===== src/rtl/state_dump_scheduler.sv =====
// state_dump_scheduler: streams one 101-byte debug-state frame from the state-byte mux to the UART.
// Ports:
//   clk, rst          clock, async active-high reset
//   trigger           1-cycle frame request
//   auto_en           enable periodic requests every period_cfg cycles (0 = none)
//   section_mask      per-section enable, sampled at frame start (footer always sent)
//   byte_index        index into the state-byte mux; byte_in follows READ_LAT cycles later
//   tx_data/tx_valid  byte to the UART, held until tx_ready
//   busy              frame in progress
//   frame_done        pulse after the footer's last byte is accepted
//   frames_sent       wrapping count of completed frames
//   overrun           pulse when a request is dropped
module state_dump_scheduler #(
    parameter int PERIOD_W = 24,
    parameter int CNT_W    = 16,
    parameter int READ_LAT = 1
) (
    input  logic                clk,
    input  logic                rst,
    input  logic                trigger,
    input  logic                auto_en,
    input  logic [PERIOD_W-1:0] period_cfg,
    input  logic [4:0]          section_mask,
    output logic [11:0]         byte_index,
    input  logic [7:0]          byte_in,
    output logic [7:0]          tx_data,
    output logic                tx_valid,
    input  logic                tx_ready,
    output logic                busy,
    output logic                frame_done,
    output logic [CNT_W-1:0]    frames_sent,
    output logic                overrun
);
    localparam int LW = (READ_LAT > 1) ? $clog2(READ_LAT) : 1;
    typedef enum logic [1:0] {IDLE, FETCH, LOAD, SEND} state_t;
    state_t             state, state_n;
    logic [11:0]        byte_index_n;
    logic [7:0]         tx_data_n;
    logic               tx_valid_n, frame_done_n, overrun_n, pending, pending_n;
    logic [CNT_W-1:0]   frames_sent_n;
    logic [PERIOD_W-1:0] timer, timer_n;
    logic [4:0]         mask_q, mask_q_n;
    logic [LW-1:0]      lat, lat_n;
    logic               tick, req, launch;
    // Sections are contiguous, so skipping a disabled one lands exactly on the next section's start.
    function automatic logic [11:0] skip(input logic [11:0] i, input logic [4:0] m);
        logic [11:0] j;
        j = i;
        if (j == 12'd0  && !m[0]) j = 12'd6;
        if (j == 12'd6  && !m[1]) j = 12'd31;
        if (j == 12'd31 && !m[2]) j = 12'd68;
        if (j == 12'd68 && !m[3]) j = 12'd89;
        if (j == 12'd89 && !m[4]) j = 12'd97;
        return j;
    endfunction
    assign busy   = state != IDLE;
    assign tick   = auto_en && period_cfg != '0 && timer == period_cfg - 1'b1;
    assign req    = trigger || tick;
    // The frame_done cycle still counts as busy, so a queued frame launches one cycle later.
    assign launch = state == IDLE && !frame_done && (req || pending);
    always_comb begin
        state_n       = state;
        byte_index_n  = byte_index;
        tx_data_n     = tx_data;
        tx_valid_n    = tx_valid;
        frame_done_n  = 1'b0;
        overrun_n     = 1'b0;
        frames_sent_n = frames_sent;
        pending_n     = pending;
        mask_q_n      = mask_q;
        lat_n         = lat;
        timer_n       = (!auto_en || period_cfg == '0 || tick) ? '0 : timer + 1'b1;
        if (launch) pending_n = 1'b0;
        else if (req) begin
            overrun_n = pending;
            pending_n = 1'b1;
        end
        case (state)
            IDLE: if (launch) begin
                mask_q_n     = section_mask;
                byte_index_n = skip(12'd0, section_mask);
                lat_n        = '0;
                state_n      = FETCH;
            end
            FETCH: begin
                lat_n   = lat + 1'b1;
                state_n = (lat == LW'(READ_LAT - 1)) ? LOAD : FETCH;
            end
            LOAD: begin
                tx_data_n  = byte_in;
                tx_valid_n = 1'b1;
                state_n    = SEND;
            end
            SEND: if (tx_ready) begin
                tx_valid_n = 1'b0;
                lat_n      = '0;
                if (byte_index == 12'd100) begin
                    frame_done_n  = 1'b1;
                    frames_sent_n = frames_sent + 1'b1;
                    state_n       = IDLE;
                end else begin
                    byte_index_n = skip(byte_index + 12'd1, mask_q);
                    state_n      = FETCH;
                end
            end
            default: state_n = IDLE;
        endcase
    end
    always_ff @(posedge clk or posedge rst) begin
        if (rst) begin
            state       <= IDLE;
            byte_index  <= '0;
            tx_data     <= '0;
            tx_valid    <= 1'b0;
            frame_done  <= 1'b0;
            frames_sent <= '0;
            overrun     <= 1'b0;
            pending     <= 1'b0;
            timer       <= '0;
            mask_q      <= '0;
            lat         <= '0;
        end else begin
            state       <= state_n;
            byte_index  <= byte_index_n;
            tx_data     <= tx_data_n;
            tx_valid    <= tx_valid_n;
            frame_done  <= frame_done_n;
            frames_sent <= frames_sent_n;
            overrun     <= overrun_n;
            pending     <= pending_n;
            timer       <= timer_n;
            mask_q      <= mask_q_n;
            lat         <= lat_n;
        end
    end
endmodule


===== config.mk =====
export PLATFORM = sky130hd
export DESIGN_NAME = state_dump_scheduler
export DESIGN_NICKNAME = d
export VERILOG_FILES = /design/src/rtl/state_dump_scheduler.sv
export SDC_FILE = /design/constraint.sdc
export NUM_CORES = 1
export LEC_CHECK = 0
export CAP_MARGIN = 20
export CORE_MARGIN = 3
export CORE_UTILIZATION = 56
export CTS_BUF_LIST = sky130_fd_sc_hd__clkbuf_4 sky130_fd_sc_hd__clkbuf_8
export CTS_CLUSTER_SIZE = 20
export DETAILED_ROUTE_END_ITERATION = 8
export GPL_ROUTABILITY_DRIVEN = 1
export PLACE_DENSITY = 0.9
export SYNTH_ARGS = -nofsm -noshare
export SYNTH_HDL_FRONTEND = slang
export SYNTH_SLANG_ARGS = --single-unit

===== constraint.sdc =====
create_clock -name clk -period 4.2 [get_ports clk]
set_clock_uncertainty 0.05 [all_clocks]
set_input_delay 0.42 -clock clk [delete_from_list [all_inputs] [get_ports clk]]
set_output_delay 0.42 -clock clk [all_outputs]
set_load 0.02 [all_outputs]

-- Word level (Yosys, flattened, before mapping)
Index checks and enable logic that the tools add are counted.
W data, S select, Z words.
- word-level logic and storage cells: 126
- bits in registers: 72
- eq/ne operators: 16
- reductions and logical operators: 43
- $add $sub $neg: 5
- multiplexer cells: 51
- operator list (kind ; number):
    $mux W12 ; 32
    $eq A12 B7 Y1 const B ; 5
    $add A24 B1 Y24 const B ; 1
    $eq A12 B3 Y1 const B ; 2
    $eq A12 B5 Y1 const B ; 2
    $eq A24 B24 Y1 ; 1
    $logic_not A24 Y1 ; 1
    $mux W24 ; 1
    $pmux W12 S2 ; 1
    $reduce_bool A24 Y1 ; 1
    $sub A24 B1 Y24 const B ; 1
    $add A16 B1 Y16 const B ; 1
    $logic_and A1 B1 Y1 ; 13
    $add A12 B1 Y12 const B ; 1
    $logic_not A12 Y1 ; 1
    $logic_not A1 Y1 ; 11
    $mux W1 ; 10
    $pmux W2 S4 ; 1
    $reduce_bool A2 Y1 ; 4
    $mux W2 ; 3
    $ne A2 B2 Y1 const B ; 3
    $reduce_and A2 Y1 ; 3
    $reduce_and A3 Y1 ; 2
    $eq A2 B2 Y1 const B ; 2
    other kinds (9) ; 12

-- Logic depth before layout (Yosys ltp)
- word-level depth: 31
- gate-level depth with buffers: 13

-- Least setup slack after synthesis
Ideal clock, no wire load.
- path kind: reg2reg
- from: register byte_index[5]
- to: register byte_index[5]
- cell stages (with the launch flop): 12
- slack: 369 ps
- buffers on the path: 2
- required time: 4063 ps
- arrival time: 3695 ps
- clock period less this slack: 3831 ps
- cells stage by stage: dfrtp_1 nand4_4 or4_2 xnor2_1 or4_1 buf_2 or4_4 buf_6 a211oi_4 o22ai_2 a22o_1 a211oi_2
- cells in the longest elaborated chain, start to end: 31
- elaborated cells between the ends (all ways): 34
- ends and longest elaborated chain (element ; RTL line ; RTL):
    start: declaration ; 24 ; output logic [11:0] byte_index,
    start signal: assignment ; 124 ; byte_index <= byte_index_n;
    $add A12 B1 Y12 ; 102 ; byte_index_n = skip(byte_index + 12'd1, mask_q);
    $logic_not A12 Y1 ; 49 ; if (j == 12'd0 && !m[0]) j = 12'd6;
    $logic_and A1 B1 Y1 ; 49 ;
    $mux W12 ; 49 ;
    $mux W12 ; 97 ; if (byte_index == 12'd100) begin
    $mux W12 ; 94 ; SEND: if (tx_ready) begin
    $mux W12 ; 78 ; case (state)
    $eq A12 B3 Y1 ; 50 ; if (j == 12'd6 && !m[1]) j = 12'd31;
    [15 not listed] ; -- ;
    $mux W12 ; 94 ;
    $mux W12 ; 78 ;
    $eq A12 B7 Y1 ; 53 ; if (j == 12'd89 && !m[4]) j = 12'd97;
    $logic_and A1 B1 Y1 ; 53 ;
    $mux W12 ; 53 ;
    $mux W12 ; 97 ;
    $mux W12 ; 94 ;
    $pmux W12 S2 ; 78 ;
Parallel ways exist; a longest one is shown, timed or not. The select of a mux whose other input is x is not followed.
A chain may end at the register's enable or synchronous reset.

-- Final worst setup path
- from: register byte_index[4]
- to: register byte_index[5]
Same word-level chain as after synthesis.

==> metrics.md <==
| Metric | Value |
|---|---|
| Pin count of the biggest net entering global routing | between 40 and 50 |
| Share of layout cells above drive strength 1 | 9.19% |
| Final max-slew violation count | 0 |
| Area Overhead vs Synth | 23.3% |
| Met3 Routed Length | ~1000 um |
| Kind of critical path | register to register |
| First-pass GRT wire length | 21,600 um |
| Leak | ~2.4 nW |
| Simple-gate share of the synthesized area | around 27% |
| Crit path depth | 9 |
| Post-CTS Resized | 0 |
| Part of the cycle the worst path needs | a little over nine tenths |
| 1st-iter DRT viols | 286 |
| Synth Net Count | roughly 600 |
| Xor/xnor share of the synthesized area | 13.1% |
| DP Cell Count | 731 |
| Synthesized flop and latch total | 72 |
| Final net count | 685 |
| CTS tree | done |
| Commonest non-fill, non-tap cell in the layout | clkdlybuf4s50_1 |
| WL met2 | roughly 6400 um |
| Worst-Margin Slew | 1.01 ns |
| Max Fclk | ~0.25 GHz |
| Post-synthesis sequential area ratio | about 37% |
| Most frequent cells in the layout | clkdlybuf4s50_1, dfrtp_1, nor2_1 |
| CP top delay family | simple AND/OR/NAND/NOR gates |
| Mean routed wirelength per cell | approximately 18 um |
| DP Worst Slack | 0.196 ns |
| Post-synthesis adder-cell area fraction | under 10% |
| Worst skew pair latency | approximately 0.35 ns |
| Total congestion overflow | 0 |
| Crit Reg-Reg Endpoint | byte_index[5] |
| Worst hold stages | 1 |
| Crit-path slowest cell | or4_2 |
| Routed Antenna Nets | 0 |
| Cells on worst reg2reg path | 9 |
| Max Root-Sink Buffers | 2 |
| Area of the multi-input gates | around 2900 um2 |
| FF-to-FF setup slack | between 0.2 and 0.25 ns |
| DR pass1 iterations | 5 |
| Core ar. | between 8000 and 9000 um2 |
| Outcome | completed |
| Cell accounting for the most synthesized area | dfrtp_1 |
| Max H-tree Level | 3 |
| Die Width | 99.2 um |
| CP arrival | ~4.2 ns |
| # diodes | 0 |
| Via count | roughly 4,600 |
| Crit. Startpoint | byte_index[4] |
| CP Max Fanout | 10 |
| CTS Sinks | a little over 70 |
| Port Buffers | 81 |
| Peak VDD IR | between 0.3 and 0.4 mV |
| Max-capacitance violation count | 0 |
| DR top layer | met4 |
| Die area | approximately 10000 um2 |
| Final setup margin | 0.204 ns |
| Hold_buf cts | 0 |
| Clk root buf | clkbuf_8 |
| Non-Filler Instances | 747 |
| Syn_area_per_cell | roughly 8.8 um2 |
| Worst endpoint required time | about 4.4 ns |
| Drt drc | 0 |
| R2r startpoint | byte_index[4] |
| Crit path capture type | register |
| Initial Utilization | 58.3% |
| Final TNS setup | 0 ns |
| Yosys top cell area share | 37.0% |
| Hpwl dp | 9890 um |
| Clock Pin Slew Worst Setup and Hold Paths | around 0.09 ns |
| Synth warn | 0 |
| Multiplexer share of the synthesized area | 3.86% |
| Min Tclk post-route | approximately 4 ns |
| Routed WL | 13,100 um |
| Worst hold path type | register to register |
| Synth Cell Area | around 4900 um2 |
| Post-synth EDFFs | 0 |
| Wl on met1 | roughly 5400 um |
| WP buf/inv | 0 |
| PwrDens | slightly below 500 nW/um2 |
| Distinct cells, synth | a little over 70 |
| Unrepaired setup endpoints after global routing | false |
| Hold slack | 0.427 ns |
| Slew margin rel. | about 33% |
| CP startpoint kind | register |
| Setup Fix Bufs, Post-CTS | 0 |
| Cell Rows | 33 |
| Fillers | 645 |
| Initial antenna violation count | 0 |
| Post-Syn Instances | approximately 550 |
| Hold Fails Final Rpt | 0 |
| Routability Congestion | approximately 0.95 |
| Via density | 6.20 |
| Top_reg_cell synth | dfrtp_1 |
| All-layer global routing usage | between 20% and 30% |
| Compound-Gate Fraction of Synth Area | between 10% and 20% |
| Sequential Area | between 1500 and 2000 um2 |
| Crit path cell chain | nand4_4 > or4_2 > xnor2_1 > or4_1 > or4_4 > a211oi_4 > o22ai_2 > a22o_1 > a211oi_2 |
| Total CTS buffers | 9 |
| Ys async rst share | 100% |
| Synth area leaders | dfrtp_1, xor2_1, xnor2_1 |
| Final setup fails | 0 |
| Setup crit end | byte_index[5] |
| I/O pin cnt | 82 |
| Largest family of logic cells by synthesized area | simple AND/OR/NAND/NOR gates |
| Number of global-route vias before repair | about 4,500 |
| CP max stage delay | approximately 0.73 ns |
| Die Y | between 90 and 100 um |
[power by group]
part	internal (mW)	leakage [nW]	switching [mW]
clock	0.291	0.0949	0.268
sequential	0.834	0.945	0.152
combinational	0.624	1.35	0.801
[registers in the layout, indices dropped and copies added, names as in the netlist, 5 cells and up, named ones only]
register,cells
frames_sent,16
mask_q,5
tx_data,8
byte_index,12
timer,24
[worst min path at each step]
| stage | end | from |
|---|---|---|
| floorplan | mask_q[3] | mask_q[3] |
| CTS | frames_sent[15] | frames_sent[15] |
| global route | frames_sent[12] | frames_sent[12] |
| finish | frames_sent[15] | frames_sent[15] |
| detailed placement | frames_sent[15] | frames_sent[15] |
| global placement | frames_sent[15] | frames_sent[15] |
[final cells by class]
type | count | area share, %
Clock buffer | 10 | 2.29
Sequential cell | 72 | 30.0
Tap cell | 105 | 2.19
Inverter | 20 | 1.25
Timing Repair Buffer | 94 | 15.1
Clock inverter | 6 | 1.10
Multi-Input combinational cell | 440 | 48.0
[through the flow]
step	power, mW	utilization (%)	cell area (um2)
3_3_place_gp	2.36	69.5	5800
2_1_floorplan	1.91	-	4870
5_1_grt	3.14	72.0	6000
3_5_place_dp	2.40	69.5	5800
6_report	2.97	72.0	6000
4_1_cts	2.96	72.0	6000
[cell usage after synthesis (3+ instances only)]
cell type and number:
dfrtp_1 72, nor2_1 66, nand2_1 46, xor2_1 37, xnor2_1 36, nor3_1 26, nand3_1 25, nand4_1 23
inv_1 20, mux2_2 14, a21oi_1 13, and3_1 12, clkbuf_1 12, o21ai_0 12, nor4_1 10, or4_1 8
o211ai_1 7, o31ai_1 7, ha_1 6, a31oi_1 5, buf_2 5, a211oi_1 4, a22o_1 4, and2_1 4
o21ai_1 4, or2_2 4, or3_1 4, a211o_1 3, mux2i_1 3, nand2b_1 3, nand4b_1 3, nor2b_1 3
o21a_1 3
[metal layers]
| layer | vias up | track usage [%] |
|---|---|---|
| li1 | 2171 | - |
| met1 | 2204 | 34.9 |
| met2 | 221 | 44.3 |
| met3 | 38 | 5.40 |
| met4 | 0 | 9.14 |
| met5 | - | 0 |
[worst register-to-register path, stage by stage, from the launching register on]
cell and delay (ns):
dfrtp_1 0.52, nand4_4 0.20, or4_2 0.73, xnor2_1 0.17, or4_1 0.60, or4_4 0.62
a211oi_4 0.35, o22ai_2 0.17, a22o_1 0.28, a211oi_2 0.23
[cells by family after synthesis]
family,after synthesis
and+or+nand+nor,253
AOI/OAI and AO/OA,91
xor gates and xnor gates,73
DFF,72
buffers and inverters,42
muxes,17
adders and majority gates,6
Note: power is estimated with default switching activity, not from simulation.
==> variant 1, RTL diff (same flow settings) <==
Take the reset off `byte_index` and load it in a clocked block of its own.
--- a/src/rtl/state_dump_scheduler.sv
+++ b/src/rtl/state_dump_scheduler.sv
@@ -111,3 +111,2 @@
             state       <= IDLE;
-            byte_index  <= '0;
             tx_data     <= '0;
@@ -123,3 +122,2 @@
             state       <= state_n;
-            byte_index  <= byte_index_n;
             tx_data     <= tx_data_n;
@@ -135,2 +133,6 @@
     end
+
+    always_ff @(posedge clk) begin
+        byte_index <= byte_index_n;
+    end
 endmodule
Formal check against the unedited RTL: not equivalent (a bounded check fails within 4 cycles, from zero or initial values and one cycle with rst high).
==> variant 1 against the unedited design <==
- non-clock buffer count unchanged
- sequential power increased by 13%
- clock power decreased by 14%
- worst setup slack improved by 0.36 ns
- routed wire length is 12% lower
- register-to-register slack improved by 0.58 ns
- highest routed layer unchanged
- final area is 3.2% lower
- area after synthesis fell by 3.9%
- sequential cell count is the same
- maximum frequency rose by 9.8%
- total power shrank 7.8%
==> variant 1: results (changes against the unedited design) <==
outcome:
  status: "finished, final reports clean"
hold_path:
  hold_path_class: "in2async"
cells_and_area:
  post_route_cells_drive_above_1_share: 0.09167  # -0.0002336
  finish.net_count: 644  # -6.0%
  fillerInstances: 586  # -9.1%
worst_setup_path:
  crit_fanout: 12  # +2
  critPathArrivalTime_ns: 3.63  # -0.58 ns
  setup.reg_to_reg.worst_slack_ns: 0.78  # +0.58 ns
  r2r_start: "byte_index[0]"
  maximum_single_stage_delay_on_the_critical_path_ns: 0.47  # -0.26 ns
  critical-path-slowest-cell: "clkdlybuf4s50_1"
  reg2reg_to: "byte_index[5]"
synth:
  ys_seq_area_frac: 0.3980  # +0.02769
  yosys.area_share.xor_xnor: 0.1404  # +0.009016
  synth-edff-count: 12  # +12
  synthDistinctLibCells: 70  # -2.8%
  synth_compound_gate_area_share: 0.1233  # -0.01299
  postSynth.asyncResetShare: 0.8333  # -0.1667
  synth_fp_nets: 555  # -7.8%
  yosys-mux-area-fraction: 0.02594  # -0.01263
  synth.cells.most_frequent: "62 x nor2_1, 60 x dfrtp_1, 46 x xor2_1, 38 x nand2_1, 29 x xnor2_1"
  share_of_synthesized_cell_area_in_full_adder_half_adder_and_majority_cells: 0.01872  # +0.003293
  post_synth_main_area_contributors: "dfrtp_1 32%, xor2_1 8.6%, edfxtp_1 7.7%, xnor2_1 5.4%, nor2_1 5.0%"
grt:
  first_global_vias: 4111  # -8.9%
  grtUsageTotal: 0.2475  # -0.01933
  grt_max_degree: 52  # +8.3%
  grt_pass1_wl_um: 19600  # -9.4%
placement:
  pre_cts_slack_ns: 0.2469  # +0.05115 ns
  placed_cells: 685  # -6.3%
  final_estimated_routing_congestion_in_global_placement: 0.8542  # -10%
  place_area_um2: 5617  # -3.1%
  post-dp-hpwl_um: 8623  # -13%
pwr:
  static-leakage-power_nw: 2.410  # +0.92%
  vdd_drop_max_mv: 0.3605  # -6.6%
sta:
  finalCriticalPeriod_ns: 3.638  # -0.3575 ns
  holdWs_ns: 0.2309  # -0.1960 ns
  worst_slew_margin_rel: 0.4504  # +0.1233
route:
  post_drt_via_cell_ratio: 6.050  # -2.5%
  detail_route.wirelength.met1_um: 5065  # -6.4%
  detail_route_met3_wl_um: 669  # -32%
  initialDrtViolationCount: 328  # +15%
  wl_per_cell_um: 16.48  # -6.2%
cts:
  cts_inserted_buffers: 9  # unchanged
  cts.path.max_buffers: 2  # unchanged
==> variant 1: cell type report <==
class,count,area (µm²),area share
Clock buffer,11,138.9,0.02391
Clock inverter,5,32.53,0.005601
Inverter,17,63.81,0.01099
Multi-Input combinational cell,401,2663,0.4584
Sequential cell,72,1862,0.3206
Tap cell,102,127.6,0.02197
Timing Repair Buffer,94,920.9,0.1586
==> variant 1: power breakdown <==
| group | switching (W) | internal [W] | total, W |
|---|---|---|---|
| logic | 0.000608 | 0.000536 | 0.00114 |
| registers | 0.000210 | 0.000902 | 0.00111 |
| clock network | 0.000256 | 0.000227 | 0.000482 |
==> variant 1: cell families (layout without fill, tap and decap cells) <==
kind of cell,Yosys count,after routing
mux,11,11
xor+xnor,75,75
buf+inv,33,127
simple gates,232,232
flops,72,72
compound gates,76,76
fa+ha+maj,7,7
==> variant 1: layer usage <==
layer	vias up	track usage
li1	2013	-
met1	2049	0.3258
met2	158	0.4091
met3	27	0.05815
met4	0	0.07029
met5	-	0
==> variant 2, RTL diff (config.mk and constraints unchanged) <==
Made on the original files. `PERIOD_W`: 24 -> 16.
--- a/src/rtl/state_dump_scheduler.sv
+++ b/src/rtl/state_dump_scheduler.sv
@@ -13,3 +13,3 @@
 module state_dump_scheduler #(
-    parameter int PERIOD_W = 24,
+    parameter int PERIOD_W = 16,
     parameter int CNT_W    = 16,
Ports: changed (resized period_cfg); port bits go from 82 to 74. No check against the original RTL was run, so the function may have changed too.
==> variant 2 against the unedited design <==
- sequential cell count fell by 8
- utilization is 2.4 points higher
- area after synthesis fell by 14%
- final area decreased by 13%
- critical path depth rose by 1
- total power is 8.6% lower
- routed wire length shrank 18%
- worst setup slack better by 0.28 ns
- critical path type unchanged
- critical endpoint is now byte_index[3]
- largest cell class unchanged
==> variant 2: results (changes against the unedited design) <==
cells_and_area:
  post_route_cells_drive_above_1_share: 0.1035  # +0.01161
  layout_top_registers: "frames_sent x16, timer x16, byte_index x12"
  finish.net_count: 575  # -16%
synth:
  share_of_synthesized_cell_area_in_full_adder_half_adder_and_majority_cells: 0.01493  # -0.0004983
  post_synth_main_area_contributors: "dfrtp_1 38%, xnor2_1 5.9%, xor2_1 5.2%, nor2_1 4.4%, mux2_2 4.0%"
  synthDistinctLibCells: 64  # -11%
  synth.cells.most_frequent: "64 x dfrtp_1, 49 x nor2_1, 30 x nand2_1, 28 x xnor2_1, 25 x xor2_1"
  yosys.area_share.xor_xnor: 0.1108  # -0.02062
  synth_compound_gate_area_share: 0.1639  # +0.02765
  yosys-mux-area-fraction: 0.04270  # +0.004129
  ys_warn_count: 0  # unchanged
  ys_seq_area_frac: 0.3822  # +0.01193
  synth_fp_nets: 504  # -16%
  postSynth.asyncResetShare: 1.000  # unchanged
pwr:
  vdd_drop_max_mv: 0.4263  # +11%
  static-leakage-power_nw: 2.160  # -9.5%
  cell_internal_pwr_w: 0.001642  # -6.2%
route:
  num_vias: 3896  # -16%
  initialDrtViolationCount: 283  # -1.0%
  route.final.wire_length_um: 10760  # -18%
cts:
  cts_inserted_buffers: 9  # unchanged
  clk-insertion-delay-late_ns: 0.33  # -0.02 ns
  post_cts_clock_slew_at_the_launch_and_capture_registers_of_the_worst_setup_and_hold_paths_ns: 0.07  # -0.02 ns
  cts.path.max_buffers: 2  # unchanged
placement:
  pre_cts_slack_ns: 0.2250  # +0.02931 ns
  final_estimated_routing_congestion_in_global_placement: 0.9634  # +0.96%
  numPortBuffers: 73  # -9.9%
  post-dp-hpwl_um: 7928  # -20%
grt:
  grtUsageTotal: 0.2639  # -0.002920
  grt_max_degree: 41  # -15%
  grt_pass1_wl_um: 18420  # -15%
  first_global_vias: 3800  # -16%
hold_path:
  hold_path_class: "in2async"
outcome:
  status: "finished, final reports clean"
sta:
  worst_pin_slew_ns: 0.8530  # -0.1527 ns
  setup_ws_ns: 0.4828  # +0.2785 ns
worst_setup_path:
  critPathArrivalTime_ns: 3.89  # -0.32 ns
variant 2: layer usage:
metal  wire length, µm  share of wire  track usage  vias up
met5                 0              0            0        -
met1              4682           0.44       0.3641     1864
met4               165          0.015      0.07178        0
met2              4977           0.46       0.4139      179
met3               936          0.087      0.06661       22
li1                  -              -            -     1831
variant 2: worst paths after layout:
| kind | slack (ns) | startpoint | cells past startpoint | to |
|---|---|---|---|---|
| max | 0.48 | byte_index[1] | 10 | byte_index[3] |
| min | 0.39 | rst | 2 | frames_sent[10] |
| max reg2reg | 0.48 | byte_index[1] | 10 | byte_index[3] |
| min reg2reg | 0.42 | frames_sent[15] | 1 | frames_sent[15] |
| max in group asynchronous | 2.81 | rst | 3 | pending |
| min in group clk | 0.42 | frames_sent[15] | 1 | frames_sent[15] |
variant 2: layout make-up:
cell class	count	area [µm²]
fill	509	1797
inverter	21	78.83
clock inverter	5	80.08
timing repair buffer	79	775.7
tap	96	120.1
clock buffer	11	145.1
sequential	64	1602
multi-input combinational	361	2421
variant 2: per-stage QoR:
step / std cells / power (W) / instance area (µm²) / hold slack (ns) / utilization
after CTS: 637 / 0.002709 / 5223 / 0.4013 / 0.7440
final: 637 / 0.002714 / 5223 / 0.3881 / 0.7440
after global placement: 621 / 0.002060 / 4997 / 0.4102 / 0.7119
after detailed placement: 621 / 0.002092 / 4997 / 0.4135 / 0.7119
after floorplan: 465 / 0.001699 / 4190 / 0.4195 / -
after global routing: 637 / 0.002871 / 5223 / 0.4312 / 0.7440
variant 2: worst max-delay path: stages (launching register included):
cell and delay (ns):
dfrtp_1 0.46, ha_1 0.46, nand3_1 0.24, or3_1 0.40
a32o_1 0.32, a2111oi_4 0.53, a221oi_1 0.15, nor3_1 0.36
o211a_1 0.27, a211oi_1 0.07, a211o_1 0.29
variant 2: cell families (layout without fill, tap and decap cells):
group	Yosys count	after routing
adder cells (fa/ha/maj)	5	5
multiplexers	16	16
AO/OA/AOI/OAI	94	94
flip-flops	64	64
AND/OR/NAND/NOR	193	193
XOR/XNOR	53	53
buffers and inverters	40	116
variant 2: power groups by stage:
stage               Clock [W]  Sequential, W  Combinational (W)
floorplan                   0       0.000947           0.000752
global placement            0       0.000903            0.00116
detailed placement          0       0.000911            0.00118
CTS                  0.000609       0.000904            0.00120
global route         0.000637       0.000930            0.00130
finish               0.000600       0.000908            0.00121
